## config.mk

```make
export PLATFORM = sky130hd
export DESIGN_NAME = aer_event_tx_flat
export DESIGN_NICKNAME = d
export VERILOG_FILES = /design/src/rtl/aer_event_tx_if.sv /design/src/rtl/aer_event_tx.sv /design/src/flat_wrapper.sv
export SDC_FILE = /design/constraint.sdc
export NUM_CORES = 1
export LEC_CHECK = 0
export CAP_MARGIN = 30
export CORE_ASPECT_RATIO = 1.25
export CORE_MARGIN = 2
export CORE_UTILIZATION = 55
export CTS_CLUSTER_SIZE = 16
export DETAILED_ROUTE_END_ITERATION = 8
export PLACE_DENSITY = 0.87
export SYNTH_ARGS = -nofsm -noshare
export SYNTH_HDL_FRONTEND = slang
export SYNTH_SLANG_ARGS = --single-unit
```

## constraint.sdc

```tcl
create_clock -name CLK -period 2.9 [get_ports CLK]
set_clock_uncertainty 0.15 [all_clocks]
set_input_delay 0.58 -clock CLK [delete_from_list [all_inputs] [get_ports CLK]]
set_output_delay 0.58 -clock CLK [all_outputs]
set_load 0.1 [all_outputs]
```

## src/rtl/aer_event_tx_if.sv

```systemverilog
// AER event transmitter bus: sorter event stream in,
// 4-phase REQ/ACK AER link and status out.
interface aer_event_tx_if #(
  parameter int AW = 10
);
  logic [AW-1:0] NEXT_INDEX;
  logic          FOUND_NEXT_INDEX;
  logic          INFERENCE_DONE;
  logic          AERIN_CTRL_BUSY;
  logic [AW-1:0] AEROUT_ADDR;
  logic          AEROUT_REQ;
  logic          AEROUT_ACK;
  logic [AW-1:0] EVENTS_SENT;
  logic          OVERFLOW;

  modport master (
    input  NEXT_INDEX,
    input  FOUND_NEXT_INDEX,
    input  INFERENCE_DONE,
    input  AEROUT_ACK,
    output AERIN_CTRL_BUSY,
    output AEROUT_ADDR,
    output AEROUT_REQ,
    output EVENTS_SENT,
    output OVERFLOW
  );

  modport slave (
    output NEXT_INDEX,
    output FOUND_NEXT_INDEX,
    output INFERENCE_DONE,
    output AEROUT_ACK,
    input  AERIN_CTRL_BUSY,
    input  AEROUT_ADDR,
    input  AEROUT_REQ,
    input  EVENTS_SENT,
    input  OVERFLOW
  );
endinterface

```

## src/rtl/aer_event_tx.sv

```systemverilog
// Sorter-to-AER bridge: edge-detects sorter strobes, buffers
// addresses in a small FIFO and sends them over 4-phase REQ/ACK.
module aer_event_tx #(
  parameter int IMAGE_SIZE      = 256,
  parameter int IMAGE_SIZE_BITS = $clog2(IMAGE_SIZE),
  parameter int FIFO_DEPTH      = 4
) (
  input  logic          CLK,
  input  logic          RST,
  aer_event_tx_if.master bus
);
  localparam int AW = IMAGE_SIZE_BITS + 2;
  localparam int PW = $clog2(FIFO_DEPTH);

  typedef enum logic [1:0] {
    IDLE,
    SETUP,
    REQ_HI,
    REQ_LO
  } state_e;

  state_e        state_q, state_d;
  logic          fnd_prev_q, fnd_prev_d;
  logic          found_q, found_d;
  logic          ack_meta_q, ack_meta_d;
  logic          ack_s_q, ack_s_d;
  logic [AW-1:0] mem_q [FIFO_DEPTH];
  logic [AW-1:0] mem_d [FIFO_DEPTH];
  logic [PW:0]   wr_ptr_q, wr_ptr_d;
  logic [PW:0]   rd_ptr_q, rd_ptr_d;
  logic [AW-1:0] addr_q, addr_d;
  logic [AW-1:0] cnt_q, cnt_d;
  logic          ovf_q, ovf_d;

  logic flush;
  logic empty;
  logic full;
  logic push;
  logic pop;

  assign flush = bus.INFERENCE_DONE;
  assign empty = (wr_ptr_q == rd_ptr_q);
  assign full  = (wr_ptr_q[PW] != rd_ptr_q[PW]) &&
                 (wr_ptr_q[PW-1:0] == rd_ptr_q[PW-1:0]);

  always_comb begin
    state_d    = state_q;
    fnd_prev_d = bus.FOUND_NEXT_INDEX;
    found_d    = bus.FOUND_NEXT_INDEX & ~fnd_prev_q & ~flush;
    ack_meta_d = bus.AEROUT_ACK;
    ack_s_d    = ack_meta_q;
    mem_d      = mem_q;
    wr_ptr_d   = wr_ptr_q;
    rd_ptr_d   = rd_ptr_q;
    addr_d     = addr_q;
    cnt_d      = cnt_q;
    ovf_d      = ovf_q;
    pop        = 1'b0;
    push       = found_q & ~flush;

    unique case (state_q)
      IDLE: begin
        if (!empty && !flush) begin
          pop     = 1'b1;
          addr_d  = mem_q[rd_ptr_q[PW-1:0]];
          state_d = SETUP;
        end
      end
      SETUP: state_d = REQ_HI;
      REQ_HI: begin
        if (ack_s_q) state_d = REQ_LO;
      end
      REQ_LO: begin
        if (!ack_s_q) begin
          state_d = IDLE;
          cnt_d   = cnt_q + AW'(1);
        end
      end
    endcase

    // A full FIFO still accepts when the head leaves this cycle
    if (push && full && !pop) ovf_d = 1'b1;

    if (flush) begin
      wr_ptr_d = '0;
      rd_ptr_d = '0;
      cnt_d    = '0;
    end else begin
      if (push && (!full || pop)) begin
        mem_d[wr_ptr_q[PW-1:0]] = bus.NEXT_INDEX;
        wr_ptr_d = wr_ptr_q + (PW+1)'(1);
      end
      if (pop) rd_ptr_d = rd_ptr_q + (PW+1)'(1);
    end
  end

  always_ff @(posedge CLK or posedge RST) begin
    if (RST) begin
      state_q    <= IDLE;
      fnd_prev_q <= 1'b0;
      found_q    <= 1'b0;
      ack_meta_q <= 1'b0;
      ack_s_q    <= 1'b0;
      mem_q      <= '{default: '0};
      wr_ptr_q   <= '0;
      rd_ptr_q   <= '0;
      addr_q     <= '0;
      cnt_q      <= '0;
      ovf_q      <= 1'b0;
    end else begin
      state_q    <= state_d;
      fnd_prev_q <= fnd_prev_d;
      found_q    <= found_d;
      ack_meta_q <= ack_meta_d;
      ack_s_q    <= ack_s_d;
      mem_q      <= mem_d;
      wr_ptr_q   <= wr_ptr_d;
      rd_ptr_q   <= rd_ptr_d;
      addr_q     <= addr_d;
      cnt_q      <= cnt_d;
      ovf_q      <= ovf_d;
    end
  end

  assign bus.AEROUT_REQ      = (state_q == REQ_HI);
  assign bus.AEROUT_ADDR     = addr_q;
  assign bus.EVENTS_SENT     = cnt_q;
  assign bus.OVERFLOW        = ovf_q;
  assign bus.AERIN_CTRL_BUSY = found_q | ~empty | (state_q != IDLE);
endmodule
```

## src/flat_wrapper.sv

```systemverilog
// flat-port wrapper written by rule: the top's interface ports become plain ports
module aer_event_tx_flat 
#(
  parameter int IMAGE_SIZE      = 256,
  parameter int IMAGE_SIZE_BITS = $clog2(IMAGE_SIZE),
  parameter int FIFO_DEPTH      = 4
)
  (CLK, RST, bus_NEXT_INDEX, bus_FOUND_NEXT_INDEX, bus_INFERENCE_DONE, bus_AEROUT_ACK, bus_AERIN_CTRL_BUSY, bus_AEROUT_ADDR, bus_AEROUT_REQ, bus_EVENTS_SENT, bus_OVERFLOW);
  aer_event_tx_if bus_i ();
  input  logic CLK;
  input  logic RST;
  input wire logic [$bits(bus_i.NEXT_INDEX)-1:0] bus_NEXT_INDEX;
  input wire logic [$bits(bus_i.FOUND_NEXT_INDEX)-1:0] bus_FOUND_NEXT_INDEX;
  input wire logic [$bits(bus_i.INFERENCE_DONE)-1:0] bus_INFERENCE_DONE;
  input wire logic [$bits(bus_i.AEROUT_ACK)-1:0] bus_AEROUT_ACK;
  output wire logic [$bits(bus_i.AERIN_CTRL_BUSY)-1:0] bus_AERIN_CTRL_BUSY;
  output wire logic [$bits(bus_i.AEROUT_ADDR)-1:0] bus_AEROUT_ADDR;
  output wire logic [$bits(bus_i.AEROUT_REQ)-1:0] bus_AEROUT_REQ;
  output wire logic [$bits(bus_i.EVENTS_SENT)-1:0] bus_EVENTS_SENT;
  output wire logic [$bits(bus_i.OVERFLOW)-1:0] bus_OVERFLOW;
  assign bus_i.NEXT_INDEX = bus_NEXT_INDEX;
  assign bus_i.FOUND_NEXT_INDEX = bus_FOUND_NEXT_INDEX;
  assign bus_i.INFERENCE_DONE = bus_INFERENCE_DONE;
  assign bus_i.AEROUT_ACK = bus_AEROUT_ACK;
  assign bus_AERIN_CTRL_BUSY = bus_i.AERIN_CTRL_BUSY;
  assign bus_AEROUT_ADDR = bus_i.AEROUT_ADDR;
  assign bus_AEROUT_REQ = bus_i.AEROUT_REQ;
  assign bus_EVENTS_SENT = bus_i.EVENTS_SENT;
  assign bus_OVERFLOW = bus_i.OVERFLOW;
  aer_event_tx #(.IMAGE_SIZE(IMAGE_SIZE), .IMAGE_SIZE_BITS(IMAGE_SIZE_BITS), .FIFO_DEPTH(FIFO_DEPTH)) u_core (.CLK(CLK), .RST(RST), .bus(bus_i));
endmodule
```

# After elaboration in Yosys (flattened, before gate mapping)
# Cells that the tools add are included.
# word_totals
reg_bits	73
input_bits	15
output_inout_bits	23
word_cells	79
# classes
add_sub_neg	3
magnitude_cmp	3
n_eq_ne	10
n_mux	19
bitwise_logic	10
n_reduce_logical	20
# op_table
operator	n
$mux W10	6
$bwmux W40	1
$bmux W10 S2	1
$demux W10 S2	1
$mux W3	4
$add A10 B1 Y10 const B	1
$pmux W2 S4	1
$reduce_bool A2 Y1	4
$add A3 B1 Y3 const B	2
$ge A3 B3 Y1 const B	2
$logic_and A1 B1 Y1	6
$mux W2	3
$not A2 Y3	2
$reduce_and A2 Y1	3
$eq A2 B2 Y1 const B	2
$logic_not A1 Y1	4
$ne A2 B1 Y1 const B	2
$ne A2 B2 Y1 const B	2
$and A1 B1 Y1	3
$eq A3 B3 Y1	1
$lt A3 B1 Y1 const B	1
$not A1 Y1	3
$reduce_and A3 Y1	1
$eq A2 B1 Y1 const B	1
6 further kinds	8

# Depth between registers and ports, before layout
# logic_depth
ltp_word	9
ltp_mapped	6
ltp_nobuf	6

# Least setup slack after synthesis
# No wires, ideal clock.
# synth_path
path_kind	register -> output
start	reg u_core.wr_ptr_q[1]
end	out bus_AERIN_CTRL_BUSY
t_arrival_ns	1.615
required_time_ns	2.170
path_slack_ns	0.555
path_stages_with_launch	4
path_buffers	0
path_cell_list	dfrtp_1 xor2_1 nor3_1 nand3b_1
# synth_between
elab_chain_len	4
# synth_lines
item	line	source
start, declared	aer_event_tx.sv:29	logic [PW:0] wr_ptr_q, wr_ptr_d;
start signal, assigned	aer_event_tx.sv:117	wr_ptr_q <= wr_ptr_d;
$eq A3 B3 Y1	aer_event_tx.sv:42	assign empty = (wr_ptr_q == rd_ptr_q);
$not A1 Y1	aer_event_tx.sv:129	assign bus.AERIN_CTRL_BUSY = found_q | ~empty | (state_q != IDLE);
$or A1 B1 Y1 (2 in series)	aer_event_tx.sv:129	
end, declared	flat_wrapper.sv:16	output wire logic [$bits(bus_i.AERIN_CTRL_BUSY)-1:0] bus_AERIN_CTRL_BUSY;
# No other way between the ends.

# Worst setup path after layout
# Ends and elaborated chain as after synthesis.

==> flow_metrics.tcl <==
set metrics [dict create \
    grt_usage_pct 21.2 \
    grt_pass1_vias 2108 \
    hold_viol_final 0 \
    status "completed" \
    num_antenna_cells 0 \
    worstSetupPathType "register to output pin" \
    grt_max_degree 74 \
    hpwl_um 4070 \
    startpoint_type "register" \
    clock-root-buffer "clkbuf_8" \
    synth_ff_type "dfrtp_1" \
    rows 31 \
    irDropWorstVdd_mv 0.419 \
    maxSlewViolCount 0 \
    drc 0 \
    finalPower_mw 3.14 \
    multi_input_area_um2 1430 \
    grt_pass1_wl_um 10600 \
    syn_area_um2 3300 \
    synthXorXnorAreaFrac_pct 3.71 \
    port_buffers 37 \
    synth-seq-cells 73 \
    clock_latency_ns 0.35 \
    firstDrtPassIters 4 \
    place_congestion 0.785 \
    pre_cts_slack_ns 0.439 \
    drt-total-wl_um 6000 \
    hold_class "register to register" \
    worstPathRequired_ns 2.17 \
    start_util_pct 56.8 \
    max_slew.worst_pin.slew_ns 0.595 \
    synth-compound-area-share_pct 2.04 \
    synthArstFlopShare_pct 100 \
    synth_edf_count 0 \
    synth-adder-area-share_pct 3.41 \
    ys_seq_area_share_pct 55.3 \
    power_density_nw_per_um2 801 \
    final_cell_mix "73 x dfrtp_1, 50 x mux2_2, 27 x buf_4, 14 x nor2_1, 14 x clkdlybuf4s50_1" \
    ctsHoldBuffers 0 \
    synth_fp_nets 254 \
    end_kind "output pin" \
    maxCapViolCount 0 \
    vias 1999 \
    synthSimpleGateAreaFrac_pct 8.82 \
    antenna_found_initial 0 \
    postSynthCellCount 230 \
    worst_slack_ns 0.412 \
    viasPerCell 5.74 \
    clockBufferDepth 2 \
    h-tree-depth 3 \
    fillers 416 \
    cts_resized 0 \
    relSlewSlack_pct 59.8 \
    power.leakage_nw 1.85 \
    final_common_cell "dfrtp_1" \
    die_x_um 73.3 \
    die_area_um2 6650 \
    drtIter0Drc 152 \
    clkTransAtPathRegs_ns 0.07 \
    fmaxAchievable_mhz 402 \
    ys_types 33 \
    die_h_um 90.7 \
    whs_ns 0.199 \
    setup_violations 0 \
    synth_top_family_by_area "multiplexers" \
    layout-drive-gt1-share_pct 39.0 \
    cts_setup_buffers 0 \
    cp.arrival_ns 1.76 \
    post_drt_wl_per_cell_um 17.3 \
    core_area_um2 5820 \
    fin_tns_setup_ns 0 \
    finalCritPeriodShare_pct 85.8 \
    cts.sinks 73 \
    syn_to_final_growth_pct 18.8 \
    min_period_ns 2.49 \
    yosysWarnings 0 \
    ioPinCount 38 \
    regArea_um2 1830 \
    final_util_pct 67.5 \
    ant_nets 0 \
    grt.overflow.total 0 \
    synth_mux_area_share_pct 25.1 \
    path_max_fanout 5 \
    cts_tree "done" \
    avgSynthCellArea_um2 14.4 \
    fin_nets 302 \
    cts_buffers 9 \
    grt_setup_unrepaired "no" \
]
-- layout make-up --
class                   instances  share of cell area, %
clock buffers                  13                   4.30
clock inverters                 2                  0.319
inverters                       7                  0.669
multi-input cells             144                   36.3
flip-flops and latches         73                   46.5
well taps                      66                   2.10
repair buffers                 43                   9.75
-- state kept, by name (all words and copies together), names as in the netlist --
signal	count
u_core.ack_meta_q	1
u_core.bus.OVERFLOW	1
u_core.wr_ptr_q	3
u_core.rd_ptr_q	3
u_core.state_q	2
u_core.bus.AEROUT_ADDR	10
u_core.found_q	1
u_core.mem_q	40
u_core.ack_s_q	1
u_core.fnd_prev_q	1
u_core.bus.EVENTS_SENT	10
-- where the power goes --
part / total (mW) / leakage [nW] / switching (mW) / internal (mW)
registers: 1.26 / 0.970 / 0.0919 / 1.17
logic: 1.16 / 0.794 / 0.786 / 0.373
clock network: 0.725 / 0.0915 / 0.350 / 0.375
-- cells by family after synthesis --
kind of cell | count (synthesis)
compound gates | 10
xor+xnor | 14
fa+ha+maj | 9
buf+inv | 13
flops | 73
mux | 64
simple gates | 47
-- worst max-delay path, cell delays in order (launching register included) --
cell      delay (ns)
dfrtp_1         0.44
xor2_1          0.22
nor3_1          0.34
nand3b_1        0.19
buf_12          0.21
-- per-stage QoR --
stage	area, µm²	std cells
3_5_place_dp	3740	333
4_1_cts	3930	348
5_1_grt	3930	348
3_3_place_gp	3740	333
2_1_floorplan	3300	230
6_report	3930	348
-- cells in the mapped netlist, types with 2 or more instances --
master	count	area, µm²
inv_1	7	26.3
nand3_1	6	30.0
nor2_1	14	52.6
mux2_2	50	563
xor2_1	11	96.3
nand4_1	2	12.5
nor2b_1	3	18.8
nand3_4	4	70.1
or3_1	2	12.5
clkbuf_1	4	15.0
a21oi_1	4	20.0
nand2_1	7	26.3
dfrtp_1	73	1830
mux2_1	2	22.5
mux2i_1	2	20.0
mux4_2	10	225
and4b_1	2	20.0
xnor2_1	3	26.3
o21ai_0	2	10.0
ha_1	9	113
-- routing by layer --
| metal | share of wire, % | up-vias | global-route usage, % |
|---|---|---|---|
| li1 | - | 918 | - |
| met3 | 3.0 | 7 | 4.69 |
| met5 | 0 | - | 0 |
| met2 | 51 | 36 | 33.9 |
| met1 | 44 | 1038 | 28.5 |
| met4 | 1.4 | 0 | 7.27 |
-- worst paths after layout --
path	startpoint	endpoint	slack, ns	cells after the start
setup / recovery	u_core.wr_ptr_q[1]$_DFFE_PP0P_	bus_AERIN_CTRL_BUSY	0.41	4
hold / removal	u_core.ack_meta_q$_DFF_PP0_	u_core.ack_s_q$_DFF_PP0_	0.20	0
setup reg to reg	u_core.state_q[1]$_DFFE_PP0P_	u_core.mem_q[17]$_DFFE_PP0P_	0.44	5
hold reg to reg	u_core.ack_meta_q$_DFF_PP0_	u_core.ack_s_q$_DFF_PP0_	0.20	0
max in group asynchronous	RST	u_core.bus.EVENTS_SENT[2]$_DFFE_PP0P_	1.80	3
min in group asynchronous	RST	u_core.bus.OVERFLOW$_DFFE_PP0P_	0.46	3
Power figures use the tool's default switching activity.
